**config.mk**
```make
export PLATFORM = sky130hd
export DESIGN_NAME = flipper_bank
export DESIGN_NICKNAME = d
export VERILOG_FILES = /design/src/rtl/flipper_bank.sv
export SDC_FILE = /design/constraint.sdc
export NUM_CORES = 1
export LEC_CHECK = 0
export ABC_CLOCK_PERIOD_IN_PS = 3150
export CORE_UTILIZATION = 45
export CTS_BUF_LIST = sky130_fd_sc_hd__clkbuf_4
export CTS_CLUSTER_DIAMETER = 120
export DETAILED_ROUTE_END_ITERATION = 10
export GPL_TIMING_DRIVEN = 0
export PLACE_DENSITY_LB_ADDON = 0.05
export SETUP_SLACK_MARGIN = 0.05
export SYNTH_ARGS = -nofsm -noshare
export SYNTH_HDL_FRONTEND = slang
export SYNTH_SLANG_ARGS = --single-unit
```
**constraint.sdc**
```tcl
create_clock -name clk -period 3.15 [get_ports clk]
set_input_delay 0.4725 -clock clk [delete_from_list [all_inputs] [get_ports clk]]
set_output_delay 0.4725 -clock clk [all_outputs]
set_load 0.1 [all_outputs]
```
**src/rtl/flipper_bank.sv**
```systemverilog
// flipper_bank: bank of sliding flippers, each with its own motion FSM, plus a registered pixel renderer.
// Optional feature macro FLIPPER_BANK_HOLD_EN adds a timed HOLD phase at full travel.
module flipper_bank #(
    parameter int          NUM_FLIPPERS     = 2,
    parameter int          FLIPPER_WIDTH_X  = 64,
    parameter int          FLIPPER_HEIGHT_Y = 8,
    parameter int          BASE_X           = 160,
    parameter int          PITCH_X          = 256,
    parameter int          TOP_Y            = 440,
    parameter int          TRAVEL_PX        = 32,
    parameter int          STEP_PX          = 4,
    parameter int          HOLD_FRAMES      = 30,
    parameter logic [7:0]  FLIPPER_COLOR    = 8'hE0
) (
    input  logic                    clk,
    input  logic                    resetN,
    input  logic [10:0]             pixelX,
    input  logic [10:0]             pixelY,
    input  logic                    startOfFrame,
    input  logic                    pause,
    input  logic                    reset_level,
    input  logic [NUM_FLIPPERS-1:0] keyPressed,
    output logic [7:0]              RGB_flipper,
    output logic                    drawFlipper,
    output logic [2:0]              hitIndex,
    output logic signed [31:0]      speedX
);

    localparam int unsigned OFS_W = $clog2(TRAVEL_PX + 1);
    localparam logic [OFS_W-1:0] TRAVEL = OFS_W'(TRAVEL_PX);
    localparam logic [OFS_W-1:0] STEP   = OFS_W'(STEP_PX);

    // Elaboration-time parameter sanity checks.
    if (NUM_FLIPPERS < 1 || NUM_FLIPPERS > 8) begin : g_bad_num
        $error("flipper_bank: NUM_FLIPPERS must be 1..8");
    end
    if (STEP_PX < 1 || TRAVEL_PX < STEP_PX || (TRAVEL_PX % STEP_PX) != 0) begin : g_bad_step
        $error("flipper_bank: TRAVEL_PX must be a positive multiple of STEP_PX");
    end
    if (HOLD_FRAMES < 1) begin : g_bad_hold
        $error("flipper_bank: HOLD_FRAMES must be at least 1");
    end

    typedef enum logic [1:0] {
        IDLE    = 2'd0,
        EXTEND  = 2'd1,
        HOLD    = 2'd2,
        RETRACT = 2'd3
    } state_t;

    state_t           state_q  [NUM_FLIPPERS];
    state_t           state_d  [NUM_FLIPPERS];
    logic [OFS_W-1:0] offset_q [NUM_FLIPPERS];
    logic [OFS_W-1:0] offset_d [NUM_FLIPPERS];

`ifdef FLIPPER_BANK_HOLD_EN
    localparam int unsigned CNT_W = (HOLD_FRAMES > 1) ? $clog2(HOLD_FRAMES) : 1;
    localparam logic [CNT_W-1:0] CNT_LAST = CNT_W'(HOLD_FRAMES - 1);
    logic [CNT_W-1:0] cnt_q [NUM_FLIPPERS];
    logic [CNT_W-1:0] cnt_d [NUM_FLIPPERS];
`endif

    logic               draw_q, draw_d;
    logic [7:0]         rgb_q, rgb_d;
    logic [2:0]         hit_q, hit_d;
    logic signed [31:0] speed_q, speed_d;
    logic               y_hit;
    logic [10:0]        x_left;
    logic [11:0]        x_end;

    // Signed velocity of one flipper; even flippers extend rightwards, odd ones leftwards.
    function automatic logic signed [31:0] speed_of(input logic odd, input state_t st);
        logic signed [31:0] s;
        s = '0;
        if (st == EXTEND) begin
            s = odd ? -STEP_PX : STEP_PX;
        end else if (st == RETRACT) begin
            s = odd ? STEP_PX : -STEP_PX;
        end
        return s;
    endfunction

    // Per-flipper motion FSM, advanced once per unpaused frame.
    always_comb begin
        for (int n = 0; n < NUM_FLIPPERS; n++) begin
            state_d[n]  = state_q[n];
            offset_d[n] = offset_q[n];
`ifdef FLIPPER_BANK_HOLD_EN
            cnt_d[n]    = cnt_q[n];
`endif
            if (reset_level) begin
                state_d[n]  = IDLE;
                offset_d[n] = '0;
`ifdef FLIPPER_BANK_HOLD_EN
                cnt_d[n]    = '0;
`endif
            end else if (startOfFrame && !pause) begin
                case (state_q[n])
                    IDLE: begin
                        if (keyPressed[n]) begin
                            state_d[n]  = EXTEND;
                            offset_d[n] = STEP;
                        end
                    end
                    EXTEND: begin
                        if (!keyPressed[n]) begin
                            state_d[n] = RETRACT;
                        end else if (offset_q[n] >= TRAVEL - STEP) begin
                            offset_d[n] = TRAVEL;
`ifdef FLIPPER_BANK_HOLD_EN
                            state_d[n]  = HOLD;
                            cnt_d[n]    = '0;
`else
                            state_d[n]  = RETRACT;
`endif
                        end else begin
                            offset_d[n] = offset_q[n] + STEP;
                        end
                    end
`ifdef FLIPPER_BANK_HOLD_EN
                    HOLD: begin
                        if (!keyPressed[n] || cnt_q[n] == CNT_LAST) begin
                            state_d[n] = RETRACT;
                        end else begin
                            cnt_d[n] = cnt_q[n] + 1'b1;
                        end
                    end
`endif
                    RETRACT: begin
                        if (keyPressed[n]) begin
                            state_d[n] = EXTEND;
                        end else if (offset_q[n] <= STEP) begin
                            offset_d[n] = '0;
                            state_d[n]  = IDLE;
                        end else begin
                            offset_d[n] = offset_q[n] - STEP;
                        end
                    end
                    default: state_d[n] = IDLE;
                endcase
            end
        end
    end

    // Pixel coverage; scanning from the top index down lets the lowest index win on overlap.
    always_comb begin
        draw_d  = 1'b0;
        rgb_d   = '0;
        hit_d   = '0;
        speed_d = '0;
        x_left  = '0;
        x_end   = '0;
        y_hit   = (pixelY >= 11'(TOP_Y)) && ({1'b0, pixelY} < 12'(TOP_Y + FLIPPER_HEIGHT_Y));
        for (int n = NUM_FLIPPERS - 1; n >= 0; n--) begin
            if ((n % 2) == 0) begin
                x_left = 11'(BASE_X + n * PITCH_X + 32'(offset_q[n]));
            end else begin
                x_left = 11'(BASE_X + n * PITCH_X - 32'(offset_q[n]));
            end
            x_end = {1'b0, x_left} + 12'(FLIPPER_WIDTH_X);
            if (y_hit && pixelX >= x_left && {1'b0, pixelX} < x_end) begin
                draw_d  = 1'b1;
                rgb_d   = FLIPPER_COLOR;
                hit_d   = 3'(n);
                speed_d = pause ? '0 : speed_of((n % 2) == 1, state_q[n]);
            end
        end
    end

    always_ff @(posedge clk) begin
        if (!resetN) begin
            for (int n = 0; n < NUM_FLIPPERS; n++) begin
                state_q[n]  <= IDLE;
                offset_q[n] <= '0;
`ifdef FLIPPER_BANK_HOLD_EN
                cnt_q[n]    <= '0;
`endif
            end
            draw_q  <= 1'b0;
            rgb_q   <= '0;
            hit_q   <= '0;
            speed_q <= '0;
        end else begin
            for (int n = 0; n < NUM_FLIPPERS; n++) begin
                state_q[n]  <= state_d[n];
                offset_q[n] <= offset_d[n];
`ifdef FLIPPER_BANK_HOLD_EN
                cnt_q[n]    <= cnt_d[n];
`endif
            end
            draw_q  <= draw_d;
            rgb_q   <= rgb_d;
            hit_q   <= hit_d;
            speed_q <= speed_d;
        end
    end

    assign drawFlipper = draw_q;
    assign RGB_flipper = rgb_q;
    assign hitIndex    = hit_q;
    assign speedX      = speed_q;

endmodule

```
Word-level counts from Yosys, hierarchy flattened:

Memories as Yosys holds them, arrays and structs flattened.
Cells that the tools add are included.

* input bits: 29
* output and inout bits: 44
* register bits: 44
* logic and storage cells: 95
* bits in writable memories: 16
* memories: 2

* reductions and logical operators: 10
* order comparisons: 10
* multiplexer cells: 51
* add/sub/neg operators: 8
* bitwise gates (word level): 5
* equality and inequality tests: 4

Memory list
* offset_q: words 2, bits a word 6, rd ports 2, clocked after memory_dff 0, write ports 2, RTL line 53 `logic [OFS_W-1:0] offset_q [NUM_FLIPPERS];`
* state_q: words 2, bits a word 2, rd ports 2, clocked after memory_dff 0, write ports 2, RTL line 51 `state_t state_q [NUM_FLIPPERS];`

Operators by type and width (count)
* $mux W32: 7
* $mux W6: 16
* $pmux W6 S3: 2
* $mux W2: 16
* $mux W8: 2
* $add A11 B7 Y12 const B: 1
* $add A6 B3 Y6 const B: 2
* $ge A6 B5 Y1 const B: 2
* $le A6 B3 Y1 const B: 2
* $lt A11 B12 Y1: 1
* $pmux W2 S3: 2
* $sub A6 B3 Y6 const B: 2
* $ge A11 B11 Y1: 1
* $ge A11 B9 Y1: 1
* $ge A11 B9 Y1 const B: 1
* $lt A11 B10 Y1: 1
* $lt A11 B9 Y1 const B: 1
* $add A9 B7 Y10 const B: 1
* $sub A9 B6 Y10 const A: 1
* $add A8 B6 Y9 const A: 1
* $logic_and A1 B1 Y1: 6
* $mux W1: 5
* $eq A2 B1 Y1 const B: 2
* $eq A2 B2 Y1 const B: 2
* other kinds (6): 10

Depth between registers and ports, before layout:

Gate-level depths: netlist of run 1.
An unclocked memory read counts as a cell.

* word-level depth: 8
* mapped depth: 12
* mapped depth without buffers: 12

Worst setup path after synthesis of run 1:

OpenSTA, ideal clock, no wires.

* kind: register -> register
* start: mem offset_q[0][8] (netlist name)
* end: reg speed_q[2], in the netlist speedX[2]
* setup time: 0.070 ns
* period minus slack after synthesis: 2.530 ns
* stages on the path, launching flop included: 13
* data required time: 3.080 ns
* slack: 0.620 ns
* buffers on the path: 0
* arrival: 2.461 ns
* cells stage by stage: dfxtp_1 inv_1 ha_1 a21o_1 inv_1 ha_1 inv_1 ha_1 a21o_1 a21o_1 a221oi_1 o2111ai_1 a21oi_1

RTL lines
* start, declared: RTL line 53
* end signal, assigned: RTL line 194 `speed_q <= speed_d;`
* end, declared: RTL line 66 `logic signed [31:0] speed_q, speed_d;`

==> qor.txt, run 1 <==
GPL Wtd Cong = 0.878
Synth area leader = ha_1
Max Clock Freq = 0.357 GHz
asr flop ratio synth = 0
crit share post-route = 0.888
drt pass-1 iters = 4
routed len/inst = 11.7 µm
ys flop type = dfxtp_1
die footprint = 4300 µm²
pwr/cell area = 187 nW/µm²
CP Capture Type = flop
unrepaired setup endpoints after global routing = no
min-delay src = offset_q[0][4]$_SDFFE_PP0P_
synth top area cells = ha_1 19%, dfxtp_1 18%, buf_4 17%
most frequent cell after synthesis = buf_4
Seq cells post-synth = 16
Critical Path RT = 3.37 ns
fin crit period = 2.80 ns
MaxCap Viol Count = 0
Placed Cells = 346
layout cells sized above 1 = 0.179
H-tree levels = 1
root buffer cell = clkbuf_4
hold buffer count at CTS = 0
Mapped Cells = 232
CTS tree = yes
clock power share = 0.246
Setup TNS = 0 ns
crit path from = offset_q[0][9]$_SDFFE_PP0P_
Logic pwr share = 0.314
total CTS buffers = 3
worst setup path category = flop to flop
endpoints failing setup = 0
Clock Latency Late Sink = 0.29 ns
largest net degree at the start of global routing = 30
worst hold-check path type = flop to flop
n_diodes = 0
Routed Antenna Nets = 0
grt total ovfl = 0
DP Area = 2490 µm²
vias per cell = 4.93
GRT Util Overall = 0.204
Initial Util = 0.482
Final nets = 359
fin util = 0.668
area of the mapped netlist = 1820 µm²
Ports = 73
yosys warns = 0
dpl hpwl = 3270 µm
post-CTS sizing = 0
Routed WL = 4100 µm
synth cell count leaders = 40 x buf_4, 27 x ha_1, 18 x nor2_1
DRC viols = 0
design area = 2520 µm²
Clock Path Buffers = 2
Synth top area share = 0.186
fin. max-slew vios = 0
Worst Tran Pin Value = 0.993 ns
Buffers on Ports = 58
P_int = 306 µW
TritonCTS Sinks = 16
Final Hold Viols = 0
routed via count = 1724
outcome = finished clean
first-pass GRT wire length = 7010 µm
EDFF count, synth = 0
Mapped Avg Cell Area = 7.84 µm²
Synth cell types = 46
# rows = 22
Area Overhead vs Synth = 38.4%
clk_skew = 0.00818 ns
DR iter-0 viols = 54
P_leak = 1.10 nW
crit start category = flop
Seq pwr share = 0.440
P_sw = 165 µW
via count of the first global-routing pass = 1571
initial antenna violation count = 0
Die Y = 65.6 µm
Worst EP arrival = 3.02 ns
relative slew slack = 0.336
Crit Path Max Fanout = 8
die width = 65.6 µm
post-CTS setup buffers = 0
switching share of power = 0.349
R2R Path Start = offset_q[0][9]$_SDFFE_PP0P_
Core Area = 3770 µm²
Final Non-Filler Cells = 350
Reg clk slew, reported paths = 0.10 ns
Peak VDD IR = 0.000261 V
fraction of the yosys area taken by sequential cells = 0.176
power groups by stage:
stage	Combinational, mW	Sequential, mW	Clock (mW)
final	0.148	0.207	0.116
after global routing	0.162	0.208	0.130
after CTS	0.148	0.207	0.120
after detailed placement	0.147	0.212	0
after global placement	0.146	0.212	0
after floorplan	0.101	0.211	0
placed cells by master, fill, tap and decap left out, types with 2 or more instances in the layout:
master,n
or3_1,2
nor2b_1,3
buf_4,40
o21ai_0,4
a22oi_1,2
nand3_1,2
nor3b_1,2
nand2b_1,6
a221oi_1,2
nand2_1,12
and3_1,2
dfxtp_1,14
conb_1,9
inv_2,2
o311ai_2,2
nand3b_1,2
ha_1,27
a211oi_1,6
inv_1,15
o21ai_1,9
buf_2,3
nor3_1,8
nor2_1,18
or2_0,2
a21oi_1,16
o2111ai_1,4
a221o_1,2
a21o_1,4
clkbuf_4,3
dfxtp_2,2
clkdlybuf4s50_1,58
worst paths after layout:
path	end	slack, ns	cells after the start
setup / recovery	speedX[2]$_SDFF_PN0_	0.35	12
hold / removal	offset_q[0][4]$_SDFFE_PP0P_	0.59	2
setup reg to reg	speedX[2]$_SDFF_PN0_	0.35	12
hold reg to reg	offset_q[0][4]$_SDFFE_PP0P_	0.59	2
critical path, stage by stage (launching register included):
cell       delay [ns]
dfxtp_1          0.50
inv_1            0.13
ha_1             0.20
a21o_1           0.20
inv_1            0.08
ha_1             0.22
inv_1            0.06
ha_1             0.23
a21o_1           0.19
a21o_1           0.17
a221oi_1         0.42
o2111ai_1        0.18
a21oi_1          0.16
through the flow:
step           total power, mW  setup WS, ns  hold WS, ns
3_3_place_gp             0.357         0.349        0.544
6_report                 0.471         0.352        0.587
4_1_cts                  0.475         0.104        0.588
2_1_floorplan            0.312         0.620        0.518
3_5_place_dp             0.358         0.275        0.570
5_1_grt                  0.500         0.127        0.640
area by class of cell:
cell class                      instances  area (µm²)
Buffer                                 44         319
Clock buffer                            3        22.5
Clock inverter                          1        3.75
Fill cell                             362        1250
Inverter                               17        63.8
Multi-Input combinational cell        163        1150
Sequential cell                        16         323
Tap cell                               48        60.1
Timing Repair Buffer                   58         581
metal layers:
metal  global-route usage  vias to the layer above  share of wire
met4               0.0245                        0         0.0041
met2                0.351                       52           0.44
li1                     -                      923              -
met3               0.0503                        2          0.070
met5                    0                        -              0
met1                0.261                      747           0.49
registers in the layout (all words and copies together) (netlist names):
| name | count |
|---|---|
| RGB_flipper | 1 |
| offset_q | 8 |
| speedX | 2 |
| state_q | 4 |
| hitIndex | 1 |
logic make-up (layout without fill, tap and decap cells):
logic type	Yosys count	count (layout)	synth area share
AOI/OAI and AO/OA	63	63	0.246
xor gates and xnor gates	1	1	0.00482
adders and majority gates	27	27	0.186
buffers and inverters	61	123	0.210
DFF	16	16	0.176
other	1	9	0.00206
and+or+nand+nor	63	63	0.175
Power figures use the tool's default switching activity.
==> run 2: changes to the inputs <==
--- a/config.mk
+++ b/config.mk
@@ -11,7 +11,7 @@
 export CTS_CLUSTER_DIAMETER = 120
 export DETAILED_ROUTE_END_ITERATION = 10
 export GPL_TIMING_DRIVEN = 0
-export PLACE_DENSITY_LB_ADDON = 0.05
+export PLACE_DENSITY_LB_ADDON = 0.3
 export SETUP_SLACK_MARGIN = 0.05
 export SYNTH_ARGS = -nofsm -noshare
 export SYNTH_HDL_FRONTEND = slang
==> run 2 against run 1 <==
Effect of this change:
- sequential power hardly changed
- via count up 4.0%
- routed wire length decreased by 4.2%
- combinational power about the same
- critical path type unchanged
- highest routed layer unchanged
==> qor.txt, run 2 (same netlist as run 1, synthesis figures left out) <==
outcome = finished clean
die width = 65.6 µm
H-tree levels = 1
largest net degree at the start of global routing = 30
CP top delay family = compound AO/OA/AOI/OAI gates
Clock Path Buffers = 2
DRC viols = 0
fin crit period = 2.82 ns
max reg flops = 8
Setup TNS = 0 ns
dpl hpwl = 3160 µm
drt pass-1 iters = 4
worst hold-check path type = flop to flop
routed len/inst = 11.2 µm
Core Area = 3770 µm²
Ports = 73
Buffers on Ports = 58
n_diodes = 0
first-pass GRT wire length = 6540 µm
via count of the first global-routing pass = 1507
CP peak stage delay = 0.48 ns
MaxCap Viol Count = 0
Reg clk slew, reported paths = 0.10 ns
R2R Path Start = offset_q[0][9]$_SDFFE_PP0P_
crit share post-route = 0.895
worst setup path category = flop to flop
Biggest register = offset_q
initial antenna violation count = 0
clk_skew = 0.000998 ns
pwr/cell area = 188 nW/µm²
Worst Tran Pin Value = 0.977 ns
relative slew slack = 0.347
Worst EP arrival = 3.05 ns
P_sw = 167 µW
Area Overhead vs Synth = 38.4%
GRT Util Overall = 0.189
Final nets = 359
fin util = 0.668
P_int = 307 µW
fin. max-slew vios = 0
endpoints failing setup = 0
most common cell after layout, fill and taps aside = clkdlybuf4s50_1
unrepaired setup endpoints after global routing = no
worst hold slack = 0.578 ns
Critical Path RT = 3.38 ns
routed via count = 1793
vias per cell = 5.12
Peak VDD IR = 0.000181 V
Slowest cell on crit path = dfxtp_1
Final Hold Viols = 0
CP Capture Type = flop
post-CTS setup buffers = 0
crit path from = offset_q[0][9]$_SDFFE_PP0P_
clock power share = 0.249
Seq pwr share = 0.437
Die Y = 65.6 µm
most frequent cells in the layout = 58 x clkdlybuf4s50_1, 40 x buf_4, 27 x ha_1
Initial Util = 0.482
Routed Antenna Nets = 0
Crit Path Max Fanout = 8
total CTS buffers = 3
root buffer cell = clkbuf_4
min-delay src = offset_q[0][4]$_SDFFE_PP0P_
Logic pwr share = 0.314
P_leak = 1.10 nW
crit start category = flop
Max Clock Freq = 0.355 GHz
WP buf/inv = 3
grt total ovfl = 0
layout cells sized above 1 = 0.179
CTS tree = yes
TritonCTS Sinks = 16
fill count = 330
Clock Latency Late Sink = 0.30 ns
GPL Wtd Cong = 0.841
Routed WL = 3930 µm
die footprint = 4300 µm²
DR iter-0 viols = 53
crit-path cells = inv_1 > ha_1 > a21o_1 > inv_1 > ha_1 > inv_1 > ha_1 > a21o_1 > a21o_1 > a221oi_1 > o2111ai_1 > a21oi_1
# rows = 22
switching share of power = 0.353
[run 2: final timing paths]
path	end	slack, ns	cells past startpoint
hold reg to reg	offset_q[0][4]$_SDFFE_PP0P_	0.58	2
setup reg to reg	speedX[2]$_SDFF_PN0_	0.33	12
setup / recovery	speedX[2]$_SDFF_PN0_	0.33	12
hold / removal	offset_q[0][4]$_SDFFE_PP0P_	0.58	2
[run 2: area by class of cell]
class	count	area, µm²	area share
multi-input cells	163	1150	0.455
repair buffers	58	581	0.231
flip-flops and latches	16	323	0.128
plain buffers	44	319	0.127
inverters	17	63.8	0.0253
well taps	48	60.1	0.0238
clock buffers	3	22.5	0.00894
clock inverters	1	3.75	0.00149
[run 2: routing by layer]
layer / wire length, µm / track usage / vias to the layer above
met4: 12 / 0.0217 / 0
met5: 0 / 0 / -
met3: 297 / 0.0469 / 2
li1: - / - / 926
met1: 1840 / 0.244 / 789
met2: 1780 / 0.322 / 76
[run 2: timing repair]
item,in CTS,in global routing
setup endpoints to repair,0,31
gates resized for setup,0,2
hold buffers,0,0
[run 2: worst min-delay path, cell delays in order, from the launching register on]
cell and delay, ns:
dfxtp_1 0.38, o21ai_1 0.10, a21oi_1 0.07
[run 2: power by group through the flow]
stage | Clock [mW] | Sequential, mW | Combinational (mW)
after CTS | 0.122 | 0.207 | 0.148
final | 0.118 | 0.207 | 0.149
after global placement | 0 | 0.212 | 0.145
after floorplan | 0 | 0.211 | 0.101
after detailed placement | 0 | 0.212 | 0.148
after global routing | 0.129 | 0.208 | 0.161
[run 2: stage by stage]
step	power (mW)	instance area, µm²	worst slack [ns]	cells
2_1_floorplan	0.312	1850	0.620	240
3_3_place_gp	0.357	2490	0.324	346
3_5_place_dp	0.359	2490	0.276	346
4_1_cts	0.477	2520	0.112	350
5_1_grt	0.498	2520	0.0732	350
6_report	0.474	2520	0.331	350
==> run 3: changes to the inputs <==
--- a/config.mk
+++ b/config.mk
@@ -6,8 +6,10 @@
 export NUM_CORES = 1
 export LEC_CHECK = 0
 export ABC_CLOCK_PERIOD_IN_PS = 3150
-export CORE_UTILIZATION = 45
-export CTS_BUF_LIST = sky130_fd_sc_hd__clkbuf_4
+export CELL_PAD_IN_SITES_DETAIL_PLACEMENT = 1
+export CELL_PAD_IN_SITES_GLOBAL_PLACEMENT = 2
+export CORE_UTILIZATION = 24
+export CTS_BUF_LIST = sky130_fd_sc_hd__clkbuf_16
 export CTS_CLUSTER_DIAMETER = 120
 export DETAILED_ROUTE_END_ITERATION = 10
 export GPL_TIMING_DRIVEN = 0
==> run 3 against run 2 <==
Effect of this change:
- flip-flop and latch count is the same
- sequential power barely moved
- routed wire length rose by 23%
- first-iteration DRC count fell by 26%
- largest cell class unchanged
- critical path type is now flop to output pin
- total power increased by 30%
- global-route usage down 5.8 points
==> qor.txt, run 3 (same netlist as run 1, synthesis figures left out) <==
vias per cell = 4.55
die width = 89.1 µm
layout cells sized above 1 = 0.175
Die Y = 89.1 µm
root buffer cell = clkbuf_16
Clock Path Buffers = 2
P_int = 430 µW
Area Overhead vs Synth = 44.8%
pwr/cell area = 234 nW/µm²
post-CTS setup buffers = 0
Slowest cell on crit path = clkdlybuf4s50_1
DR iter-0 viols = 39
Final Non-Filler Cells = 401
MaxCap Viol Count = 0
clock power share = 0.418
Worst EP arrival = 2.48 ns
endpoints failing setup = 0
dpl hpwl = 4010 µm
Crit Path Max Fanout = 29
CP Capture Type = output pin
relative slew slack = 0.341
Ports = 73
P_leak = 1.13 nW
Logic pwr share = 0.244
reg2reg end = speedX[2]$_SDFF_PN0_
GPL Wtd Cong = 0.743
Setup TNS = 0 ns
worst hold endpoint = offset_q[0][4]$_SDFFE_PP0P_
switching share of power = 0.302
drt pass-1 iters = 4
fin crit period = 2.95 ns
Initial Util = 0.249
clk_skew = 0.00640 ns
largest net degree at the start of global routing = 30
Max Clock Freq = 0.339 GHz
Seq pwr share = 0.338
fin. max-slew vios = 0
Placed Cells = 397
R2R Path Start = offset_q[0][9]$_SDFFE_PP0P_
Buffers on Ports = 58
Critical Path RT = 2.68 ns
H-tree levels = 1
Peak VDD IR = 0.000143 V
crit-path cells = buf_4 > clkdlybuf4s50_1
P_sw = 186 µW
Final Hold Viols = 0
worst setup path category = flop to output pin
Final nets = 359
Worst Tran Pin Value = 0.985 ns
routed len/inst = 12.1 µm
TritonCTS Sinks = 16
max reg flops = 8
unrepaired setup endpoints after global routing = no
GRT Util Overall = 0.131
total CTS buffers = 3
most frequent cells in the layout = 58 x clkdlybuf4s50_1, 40 x buf_4, 27 x ha_1
setup slack, reg-to-reg = 0.32 ns
DRC viols = 0
routed via count = 1826
crit share post-route = 0.938
min-delay src = offset_q[0][4]$_SDFFE_PP0P_
CTS tree = yes
Clock Latency Late Sink = 0.25 ns
die footprint = 7930 µm²
Routed Antenna Nets = 0
first-pass GRT wire length = 8020 µm
worst hold-check path type = flop to flop
fin util = 0.361
hold depth = 2
CP peak stage delay = 1.14 ns
crit start category = flop
initial antenna violation count = 0
# rows = 31
Routed WL = 4850 µm
grt total ovfl = 0
Core Area = 7290 µm²
via count of the first global-routing pass = 1725
Reg clk slew, reported paths = 0.06 ns
n_diodes = 0
R2R depth = 12
Biggest register = offset_q
most common cell after layout, fill and taps aside = clkdlybuf4s50_1
outcome = finished clean
[run 3: cell count changes in the layout (fill, tap and decap cells not counted)]
cell	previous run	this run
clkbuf_4	3	0
dfxtp_2	2	1
clkbuf_16	0	3
dfxtp_1	14	15
[run 3: final cells by class]
cell class                      count  area [µm²]
Fill cell                         918        4660
Multi-Input combinational cell    163        1150
Tap cell                           99         124
Inverter                           17        63.8
Clock inverter                      1        3.75
Buffer                             44         319
Sequential cell                    16         322
Clock buffer                        3        75.1
Timing Repair Buffer               58         581
[run 3: power groups by stage]
| stage | Sequential [mW] | Clock [mW] | Combinational, mW |
|---|---|---|---|
| 2_1_floorplan | 0.211 | 0 | 0.101 |
| 3_3_place_gp | 0.212 | 0 | 0.149 |
| 3_5_place_dp | 0.212 | 0 | 0.150 |
| 4_1_cts | 0.208 | 0.265 | 0.151 |
| 5_1_grt | 0.208 | 0.274 | 0.164 |
| 6_report | 0.208 | 0.257 | 0.150 |
[run 3: worst max path at each step]
stage                                 from                    end  slack [ns]
2_1_floorplan  offset_q[0][8]$_SDFFE_PP0P_   speedX[2]$_SDFF_PN0_        0.62
3_3_place_gp   offset_q[0][8]$_SDFFE_PP0P_   speedX[2]$_SDFF_PN0_        0.22
3_5_place_dp   offset_q[0][8]$_SDFFE_PP0P_  speedX[30]$_SDFF_PN0_        0.22
4_1_cts              speedX[30]$_SDFF_PN0_             speedX[13]        0.16
5_1_grt              speedX[30]$_SDFF_PN0_              speedX[4]        0.05
6_report             speedX[30]$_SDFF_PN0_             speedX[28]        0.20
[run 3: critical path: cells and delay by family (launching register included)]
| family | cells | cell delay [ns] |
|---|---|---|
| flip-flops | 1 | 0.87 |
| buffers and inverters | 2 | 1.36 |
[run 3: per-stage QoR]
| step | total power, mW | instance area [µm²] | worst slack [ns] | hold slack [ns] |
|---|---|---|---|---|
| floorplan | 0.312 | 1850 | 0.620 | 0.518 |
| global placement | 0.360 | 2550 | 0.222 | 0.560 |
| detailed placement | 0.362 | 2550 | 0.224 | 0.564 |
| CTS | 0.624 | 2630 | 0.159 | 0.573 |
| global route | 0.646 | 2630 | 0.0537 | 0.612 |
| finish | 0.615 | 2630 | 0.196 | 0.571 |
[run 3: what timing repair did]
action,CTS,global route
resized for setup,0,1
hold buffers,0,0
endpoints found under the setup margin,0,4
[run 3: routing by layer]
layer,GRT usage,part of all wire,vias up
met1,0.168,0.49,842
met5,0,0,-
met3,0.0314,0.066,6
met2,0.217,0.43,58
met4,0.0390,0.012,0
li1,-,-,920
